[config.mk]
export PLATFORM = sky130hd
export DESIGN_NAME = uart_tx_scheduler
export DESIGN_NICKNAME = d
export VERILOG_FILES = /design/src/rtl/uart_tx_scheduler_pkg.sv /design/src/rtl/uart_tx_scheduler_rr_arbiter4.sv /design/src/rtl/uart_tx_scheduler.sv
export SDC_FILE = /design/constraint.sdc
export NUM_CORES = 1
export LEC_CHECK = 0
export BUFFER_PORTS_ARGS = -buffer_cell sky130_fd_sc_hd__clkbuf_2
export CORE_MARGIN = 5
export CORE_UTILIZATION = 45
export CTS_BUF_LIST = sky130_fd_sc_hd__clkbuf_2
export CTS_CLUSTER_DIAMETER = 200
export DETAILED_ROUTE_END_ITERATION = 8
export GPL_TIMING_DRIVEN = 0
export PLACE_DENSITY = 0.76
export SETUP_SLACK_MARGIN = 0.5
export SLEW_MARGIN = 20
export SYNTH_ARGS = -nofsm -noshare
export SYNTH_HDL_FRONTEND = slang
export SYNTH_SLANG_ARGS = --single-unit
[constraint.sdc]
create_clock -name clk -period 1.78 [get_ports clk]
set_clock_uncertainty 0.1 [all_clocks]
set_input_delay 0.089 -clock clk [delete_from_list [all_inputs] [get_ports clk]]
set_output_delay 0.089 -clock clk [all_outputs]
set_load 0.01 [all_outputs]
[src/rtl/uart_tx_scheduler_pkg.sv]
// Shared types and constants for the UART transmit scheduler.
package uart_tx_scheduler_pkg;

  localparam int UART_SRC_NUM = 4;

  typedef enum logic [1:0] {
    IDLE = 2'd0,
    SEND = 2'd1,
    GAP  = 2'd2
  } tx_sched_state;

  localparam logic [1:0] SRC_GAME_STATE = 2'd0;
  localparam logic [1:0] SRC_GLOVES     = 2'd1;
  localparam logic [1:0] SRC_MOUSE      = 2'd2;
  localparam logic [1:0] SRC_SCORE      = 2'd3;

  // Next round-robin start point after serving idx.
  function automatic logic [1:0] rr_next(input logic [1:0] idx);
    return idx + 2'd1;
  endfunction

endpackage

[src/rtl/uart_tx_scheduler_rr_arbiter4.sv]
// Four-way combinational round-robin arbiter: the request at ptr has top
// priority, then ptr+1, ptr+2, ptr+3 (mod 4).
module rr_arbiter4 (
  input  logic [3:0] req,
  input  logic [1:0] ptr,
  output logic       grant_valid,
  output logic [1:0] grant_idx
);

  logic [1:0] idx;

  // Scan from the furthest offset back to ptr so the nearest request wins.
  always_comb begin
    grant_valid = 1'b0;
    grant_idx   = ptr;
    idx         = 2'd0;
    for (int k = 3; k >= 0; k--) begin
      idx = ptr + 2'(k);
      if (req[idx]) begin
        grant_valid = 1'b1;
        grant_idx   = idx;
      end
    end
  end

endmodule

[src/rtl/uart_tx_scheduler.sv]
// Change-driven UART transmit scheduler: sends each status byte when it
// differs from the last value sent, round-robin, with a minimum gap of
// GAP_CYCLES between write strobes. Define TX_REFRESH_EN to add a periodic
// re-send of all four bytes every REFRESH_CYCLES cycles.
//
// state | meaning
// IDLE  | waiting for a pending source and tx_full low
// SEND  | wr_uart high for one cycle, shadow updated
// GAP   | enforcing the inter-byte spacing
module uart_tx_scheduler
  import uart_tx_scheduler_pkg::*;
#(
  parameter int GAP_CYCLES     = 16,
  parameter int REFRESH_CYCLES = 650_000
) (
  input  logic       clk,
  input  logic       rst,
  input  logic [7:0] data_game_state_sel,
  input  logic [7:0] data_gloves_control,
  input  logic [7:0] data_mouse_control,
  input  logic [7:0] data_score_control,
  input  logic       tx_full,
  output logic [7:0] w_data,
  output logic       wr_uart,
  output logic [3:0] pending,
  output logic       sched_busy
);

  localparam int GAP_W = (GAP_CYCLES > 2) ? $clog2(GAP_CYCLES) : 1;

  tx_sched_state          state_q, state_d;
  logic [UART_SRC_NUM-1:0][7:0] src_data;
  logic [UART_SRC_NUM-1:0][7:0] shadow_q, shadow_d;
  logic [3:0]             pending_q, pending_d;
  logic [1:0]             rr_ptr_q, rr_ptr_d;
  logic [1:0]             sel_idx_q, sel_idx_d;
  logic [7:0]             w_data_q, w_data_d;
  logic                   wr_uart_q, wr_uart_d;
  logic                   busy_q, busy_d;
  logic [GAP_W-1:0]       gap_cnt_q, gap_cnt_d;
  logic                   grant_valid;
  logic [1:0]             grant_idx;
  logic                   refresh_tick;

  assign src_data[SRC_GAME_STATE] = data_game_state_sel;
  assign src_data[SRC_GLOVES]     = data_gloves_control;
  assign src_data[SRC_MOUSE]      = data_mouse_control;
  assign src_data[SRC_SCORE]      = data_score_control;

`ifdef TX_REFRESH_EN
  localparam int REF_W = (REFRESH_CYCLES > 1) ? $clog2(REFRESH_CYCLES) : 1;
  logic [REF_W-1:0] ref_cnt_q;

  assign refresh_tick = (ref_cnt_q == REF_W'(REFRESH_CYCLES - 1));

  // Free-running refresh period counter, independent of the FSM state.
  always_ff @(posedge clk or posedge rst) begin
    if (rst) ref_cnt_q <= '0;
    else     ref_cnt_q <= refresh_tick ? '0 : ref_cnt_q + 1'b1;
  end
`else
  // Refresh disabled: the tick is never true (REFRESH_CYCLES is positive).
  assign refresh_tick = (REFRESH_CYCLES < 0);
`endif

  rr_arbiter4 u_arb (
    .req         (pending_q),
    .ptr         (rr_ptr_q),
    .grant_valid (grant_valid),
    .grant_idx   (grant_idx)
  );

  // Next-state, pending tracking and output decode.
  always_comb begin
    state_d   = state_q;
    shadow_d  = shadow_q;
    rr_ptr_d  = rr_ptr_q;
    sel_idx_d = sel_idx_q;
    w_data_d  = w_data_q;
    gap_cnt_d = gap_cnt_q;
    wr_uart_d = 1'b0;
    for (int i = 0; i < UART_SRC_NUM; i++) begin
      pending_d[i] = pending_q[i] | (src_data[i] != shadow_q[i]) | refresh_tick;
    end

    case (state_q)
      IDLE: begin
        if (grant_valid && !tx_full) begin
          w_data_d  = src_data[grant_idx];
          sel_idx_d = grant_idx;
          wr_uart_d = 1'b1;
          state_d   = SEND;
        end
      end
      SEND: begin
        shadow_d[sel_idx_q]  = w_data_q;
        // A change arriving while the byte goes out keeps the flag set.
        pending_d[sel_idx_q] = (src_data[sel_idx_q] != w_data_q) | refresh_tick;
        rr_ptr_d             = rr_next(sel_idx_q);
        gap_cnt_d            = '0;
        state_d              = GAP;
      end
      GAP: begin
        gap_cnt_d = gap_cnt_q + 1'b1;
        if (int'(gap_cnt_q) + 1 >= GAP_CYCLES - 2) state_d = IDLE;
      end
      default: state_d = IDLE;
    endcase

    busy_d = (state_d != IDLE);
  end

  // State and registered outputs.
  always_ff @(posedge clk or posedge rst) begin
    if (rst) begin
      state_q   <= IDLE;
      shadow_q  <= '0;
      pending_q <= '0;
      rr_ptr_q  <= '0;
      sel_idx_q <= '0;
      w_data_q  <= 8'h00;
      wr_uart_q <= 1'b0;
      busy_q    <= 1'b0;
      gap_cnt_q <= '0;
    end else begin
      state_q   <= state_d;
      shadow_q  <= shadow_d;
      pending_q <= pending_d;
      rr_ptr_q  <= rr_ptr_d;
      sel_idx_q <= sel_idx_d;
      w_data_q  <= w_data_d;
      wr_uart_q <= wr_uart_d;
      busy_q    <= busy_d;
      gap_cnt_q <= gap_cnt_d;
    end
  end

  assign w_data     = w_data_q;
  assign wr_uart    = wr_uart_q;
  assign pending    = pending_q;
  assign sched_busy = busy_q;

endmodule
Yosys cells after proc, flatten, opt, wreduce, memory -nomap -nowiden --
Index checks and enable logic that the tools add are counted.
Storage, ports and cells: input port bits 35, register bits after elaboration 56, word-level logic and storage cells 77, output and inout port bits 14
Cells by class: mux-type cells 33, bitwise operators 4, reduce and logical (&&, ||, !) cells 7, magnitude comparators 8, equality and inequality tests 7, add/sub/neg operators 6
Operators by type and width (count):
- 8-bit != test | 5
- 8-bit binary-select mux with 2-bit select | 2
- 32-bit bitwise mux | 1
- 8-bit two-way mux | 3
- 2-bit by 3-bit < comparator with 1-bit output (second input constant) | 6
- 8-bit demux with 2-bit select | 1
- 2-bit two-way mux | 6
- 1-bit two-way mux | 11
- 1-bit binary-select mux with 2-bit select | 4
- 4-bit case mux with 2 select lines | 1
- 2-bit case mux with 3 select lines | 1
- 4-bit by 1-bit adder with 5-bit output (second input constant) | 1
- 5-bit by 4-bit greater-or-equal comparator with 1-bit output (second input constant) | 1
- 2-bit by 1-bit adder with 2-bit output (second input constant) | 2
- 2-bit adder (second input constant) | 2
- 4-bit by 1-bit adder with 4-bit output (second input constant) | 1
- 4-bit bitwise mux | 1
- 4-bit two-way mux | 1
- 1-bit bitwise OR | 4
- 2-bit nonzero test | 2
- 1-bit demux with 2-bit select | 1
- 2-bit by 1-bit == test with 1-bit output (second input constant) | 1
- 2-bit == test (second input constant) | 1
- 2-bit by 1-bit greater-or-equal comparator with 1-bit output (second input constant) | 1
- 4 further kinds | 5

Depth between registers and ports, before layout --
depth in word-level cells 11, mapped depth 7, gate-level depth less buffers 7

Cells and area by module --
Synthesis repeated with hierarchy kept, for this count alone.
Unflattened totals: cell total of the unflattened synthesis 270, area total of the unflattened synthesis 3288.2 um2
Modules (own cells, without submodules):
- uart_tx_scheduler | seq. area each 1401.3 um2, area an instance 3188.1 um2, cells each 254, instances 1
- rr_arbiter4 | seq. area each 0.0 um2, area an instance 100.1 um2, cells each 16, instances 1

Least setup slack after synthesis --
No wires, ideal clock.
path type register to register, start point register sel_idx_q[1], end point register pending_q[0], in the netlist pending[0], slack 1 ps, cell stages (with the launch flop) 7, data required time 1547 ps, clock period less this slack 1779 ps, data arrival time 1546 ps, library setup time 133 ps, path buffers 1, path through dfrtp_1 buf_6 mux4_1 xnor2_1 nand4_1 nor2_2 mux2i_1
Between the ends: word-level cells in the longest chain between the ends 6, elaborated cells on any way between the ends 10, those cells by class 2 x order compare; 1 x eq/ne; 6 x mux; 1 x reduce/logical
RTL lines:
- start, declared | line uart_tx_scheduler.sv:36 | logic [1:0] sel_idx_q, sel_idx_d;
- start signal, assigned | line uart_tx_scheduler.sv:130 | sel_idx_q <= sel_idx_d;
- 2-bit by 3-bit < comparator with 1-bit output (implied by the code) or 2-bit by 1-bit greater-or-equal comparator with 1-bit output (tied branches) | line uart_tx_scheduler.sv:98 | pending_d[sel_idx_q] = (src_data[sel_idx_q] != w_data_q) | refresh_tick;
- 1-bit logical AND (implied by the code) | line uart_tx_scheduler.sv:98
- 1-bit two-way mux (implied by the code) | line uart_tx_scheduler.sv:98
- 1-bit demux with 2-bit select | line uart_tx_scheduler.sv:98
- 4-bit bitwise mux (*) | line uart_tx_scheduler.sv:98
- 4-bit two-way mux (*) | line uart_tx_scheduler.sv:86 | case (state_q)
- via pending_d[0] | line uart_tx_scheduler.sv:34 | logic [3:0] pending_q, pending_d;
- end signal, assigned | line uart_tx_scheduler.sv:128 | pending_q <= pending_d;
- end, declared | line uart_tx_scheduler.sv:34
The timed path passes the listed nets; every way through them passes the cells marked *. The select of a mux whose other input is x is not followed. A chain may end at the register's enable or synchronous reset.

Worst setup path after layout --
Same ends and word-level chain as after synthesis.

==> results.md <==
- The largest driver fanout on the critical path is 9.
- The final design area excluding fillers is between 4000 and 5000 um2.
- The share of total power dissipated in sequential elements is 30.6%.
- The number of remaining DRC errors is 0.
- For this run, the number of standard cells in the final layout without fillers is 498.
- The fraction of the mapped netlist area in simple logic gates is 9.803%.
- The synthesized design contains 0 enable-type register cells.
- The count of pins over their slew limit is 0.
- The power per cell area is approximately 1500 nW/um2.
- For this run, the post-layout net count is roughly 440.
- The average size of a mapped cell is 12.20 um2.
- In the final timing run, aggregate negative setup slack is -2053 ps.
- The height of the die is 95.71 um.
- The startpoint-to-endpoint class of the critical path is register to register.
- The via count of the first global-routing pass was 2816.
- The top flip-flop cell by instance count after synthesis is sky130_fd_sc_hd__dfrtp_1.
- During placement, the flow inserted port buffers numbering 48.
- The floorplan step defined a die boundary enclosing between 9000 and 10000 um2.
- The first-pass GRT wire length is 15.37 mm.
- In this run the count of I/O pins placed on the die edge is 49.
- In this run, distinct cell masters in the synthesized netlist total 38.
- The data arrival time of the worst path is approximately 2400 ps.
- The clock transition at the register clock pins on the worst setup and hold paths after CTS is 310 ps.
- The number of antenna violations at the first check in global routing is 0.
- Counting every instance in the synthesized netlist gives 271.
- The final design utilization is around two thirds.
- Setup slack on the critical path of the routed design comes to -296.0 ps.
- The design internal power is 4.425 mW.
- The clock network burns 7.2% of the power.
- The iteration count of the initial detailed-routing pass is 4.
- Global routing finished with a remaining overflow of 0.
- The initial core utilization is 45.82%.
- Entering global routing, the biggest net connects 31 pins.
- The area added between synthesis and finish is 46.40%.
- The post-synthesis mux area share is 24.00%.
- The share of the cycle needed by the critical path after routing is 116.6%.
- The switching portion of total power is roughly 40%.
- After Yosys synthesis, full adders, half adders and majority gates account for 3.785% of the synthesized area.
- The average via count per standard cell is roughly 5.6.
- The number of antenna diodes in the final layout is 0.
- The endpoint required time on the critical path is 2060 ps.
- The run finished, with violations left.
- The number of DRC violations after detailed-routing iteration 0 is 160.
- The checks that failed: negative hold slack, negative setup slack.
- The worst min-delay path class is input pin to register.
- The total count of hold-check failures in the final report is 1.
- The async set or reset register ratio after synthesis is 100.0%.
- The final-layout worst hold slack is -116.7 ps.
- For the pin with the worst max-slew slack, the measured transition is 666.5 ps.
- The maximum operating frequency is 481.7 MHz.
- The share of total power dissipated in combinational logic is 62.2%.
- The TritonCTS sink count is 56.
- The depth of the CTS H-tree is 2.
- The number of inserted filler cells in the final layout is 502.
- The slowest stage of the critical path belongs to the cell sky130_fd_sc_hd__mux4_2.
- The total global-route track usage is 22.48%.
- Leaving out fill and tap cells, the most frequent cell in the layout is sky130_fd_sc_hd__clkbuf_2.
- The tool flagged a number of max-cap violations equal to 0.
- The delay of the slowest cell on the worst path is 520 ps.
- In the final layout, the share of cells above drive strength 1 is 45.61%.
- The type of destination of the critical path is a register.
- The top cell types in the final layout, fill and taps aside, are sky130_fd_sc_hd__clkbuf_2, sky130_fd_sc_hd__dfrtp_1, sky130_fd_sc_hd__xnor2_1, sky130_fd_sc_hd__dlygate4sd3_1, sky130_fd_sc_hd__buf_4.
- Setup violations remaining at the end of the flow were counted as 19.
- Counting flops and latches in the post-synthesis netlist gives 56.
- The total placed instance area is 3745 um2.
- The relative slew slack is 55.48%.
- The largest vdd supply drop is between 0.5 and 0.6 mV.
- The xor/xnor share of the synthesized area is between 10% and 20%.
- The chip width is 95.71 um.
- The placed wire-length estimate is 5.661 mm.
- After floorplanning, the core was sized to cover 7214 um2.
- The insertion delay to the later sink of the worst-skew pair is 490 ps.
- Traced cell by cell, the critical path runs through buf_12 -> mux4_2 -> xnor2_1 -> nand4_1 -> nor2_4 -> mux2i_1.
- In this run the deepest clock path goes through 2 buffers.
- Setup repair after global routing could not meet its margin everywhere.
- After floorplanning, the core was divided into 31 placement rows.
- After layout, the minimum clock period comes to 2076 ps.
- The final wirelength is between 10 and 15 mm.
- The post-synthesis instance area is 3306 um2.
- The cell total after placement is 419.
- The combinational family with the most area after synthesis is multiplexers.
- The net switching power is 3.050 mW.
- During synthesis, Yosys emitted a total of 0 warnings.
- Counting the buffers created by CTS gives 5.
- The count of vias placed by the detailed router is 2785.
- STA classifies the critical path startpoint as a register.
- The tree is rooted in a sky130_fd_sc_hd__clkbuf_2.
- Summing the areas of all compound-gate instances in the mapped netlist gives 6.094% of the synthesized area.
- TritonCTS built the clock tree.
- The average detailed-routed wire length per instance is 21.02 um.
- The count of nets left with antenna violations after detail routing is 0.
- The share of the Yosys chip area taken by registers is 42.39%.
- The total leakage power is 2.129 nW.
- The congestion estimate from routability-driven global placement came to 0.8293.
- Synthesis produced a netlist with a net count of 316.
-- critical path, delay by kind of cell (launching register included) --
kind | cells | cell delay (ps)
AND/OR/NAND/NOR | 2 | 390
multiplexers | 2 | 620
buffers and inverters | 1 | 170
XOR/XNOR | 1 | 190
flip-flops | 1 | 500
-- final cells by class --
| cell class | instances | area [um2] | area share (%) |
|---|---|---|---|
| Multi-Input combinational cell | 198 | 2112 | 43.64 |
| Sequential cell | 56 | 1415 | 29.24 |
| Timing Repair Buffer | 118 | 979.7 | 20.24 |
| Tap cell | 99 | 123.9 | 2.559 |
| Buffer | 7 | 93.84 | 1.939 |
| Inverter | 12 | 72.57 | 1.499 |
| Clock buffer | 5 | 25.02 | 0.5171 |
| Clock inverter | 3 | 17.52 | 0.3619 |
-- state kept, by name, summed over array words and instances, names as in the netlist --
name,cells
shadow_q,32
w_data,8
gap_cnt_q,4
pending,4
rr_ptr_q,2
sel_idx_q,2
state_q,2
sched_busy,1
wr_uart,1
-- path summary, 6_finish.rpt --
kind                              start      endpoint  slack [ps]  depth (start not counted)
max                        sel_idx_q[1]    pending[0]        -300                          6
min in group asynchronous           rst  shadow_q[30]          70                          3
max in group asynchronous           rst  gap_cnt_q[1]         930                          4
min                             tx_full       wr_uart        -120                          4
min reg2reg                 shadow_q[1]   shadow_q[1]         460                          1
max reg2reg                sel_idx_q[1]    pending[0]        -300                          6
-- layer usage --
| metal | global-route usage, % | wire, um | vias to the layer above |
|---|---|---|---|
| li1 | - | - | 1239 |
| met1 | 29.22 | 4251 | 1395 |
| met2 | 36.36 | 5223 | 125 |
| met3 | 4.457 | 656 | 26 |
| met4 | 9.953 | 335 | 0 |
| met5 | 0 | 0 | - |
-- cells by family (layout without fill, tap and decap cells) --
family,count (synthesis),in the layout
AND/OR/NAND/NOR,55,57
AO/OA/AOI/OAI,29,29
buffers and inverters,19,145
multiplexers,62,62
adder cells (fa/ha/maj),10,10
XOR/XNOR,40,40
flip-flops,56,56
-- power by group through the flow --
stage,Combinational [mW],Sequential (mW),Clock [mW]
finish,4.65,2.29,0.539
global route,4.92,2.35,0.604
CTS,4.12,2.23,0.542
detailed placement,3.09,2.29,0
global placement,3.02,2.26,0
floorplan,2.39,2.22,0
-- metrics by stage --
step | power (mW) | worst slack, ps
6_report | 7.475 | -296.0
2_1_floorplan | 4.605 | 38.79
4_1_cts | 6.890 | -216.1
3_3_place_gp | 5.282 | -243.5
3_5_place_dp | 5.374 | -309.9
5_1_grt | 7.871 | -357.0
-- synthesized netlist by cell type (4+ instances only) --
master,n,area share [%]
sky130_fd_sc_hd__dfrtp_1,56,42
sky130_fd_sc_hd__xnor2_1,36,9.5
sky130_fd_sc_hd__mux2_1,34,12
sky130_fd_sc_hd__mux2i_1,20,6.1
sky130_fd_sc_hd__nand2_1,15,1.7
sky130_fd_sc_hd__ha_1,10,3.8
sky130_fd_sc_hd__inv_1,10,1.1
sky130_fd_sc_hd__mux4_1,8,6.4
sky130_fd_sc_hd__nor2_1,8,0.91
sky130_fd_sc_hd__o221ai_1,8,2.1
sky130_fd_sc_hd__nand3_1,7,1.1
sky130_fd_sc_hd__nand4_1,6,1.1
sky130_fd_sc_hd__o21ai_1,6,0.91
sky130_fd_sc_hd__buf_6,5,1.7
sky130_fd_sc_hd__a21oi_1,4,0.61
sky130_fd_sc_hd__nor2b_1,4,0.76
sky130_fd_sc_hd__nor4_1,4,0.76
sky130_fd_sc_hd__xor2_1,4,1.1
-- what timing repair did --
| item | in CTS | in global routing |
|---|---|---|
| endpoints found under the hold margin | 70 | 4 |
| resized for setup | 69 | 34 |
| setup endpoints to repair | 67 | 69 |
| buffers inserted | 22 | 10 |
| hold buffers | 33 | 2 |
| pin swaps | 17 | 10 |
| gates cloned | 4 | 0 |
No activity file was read; power rests on OpenSTA's default activity.
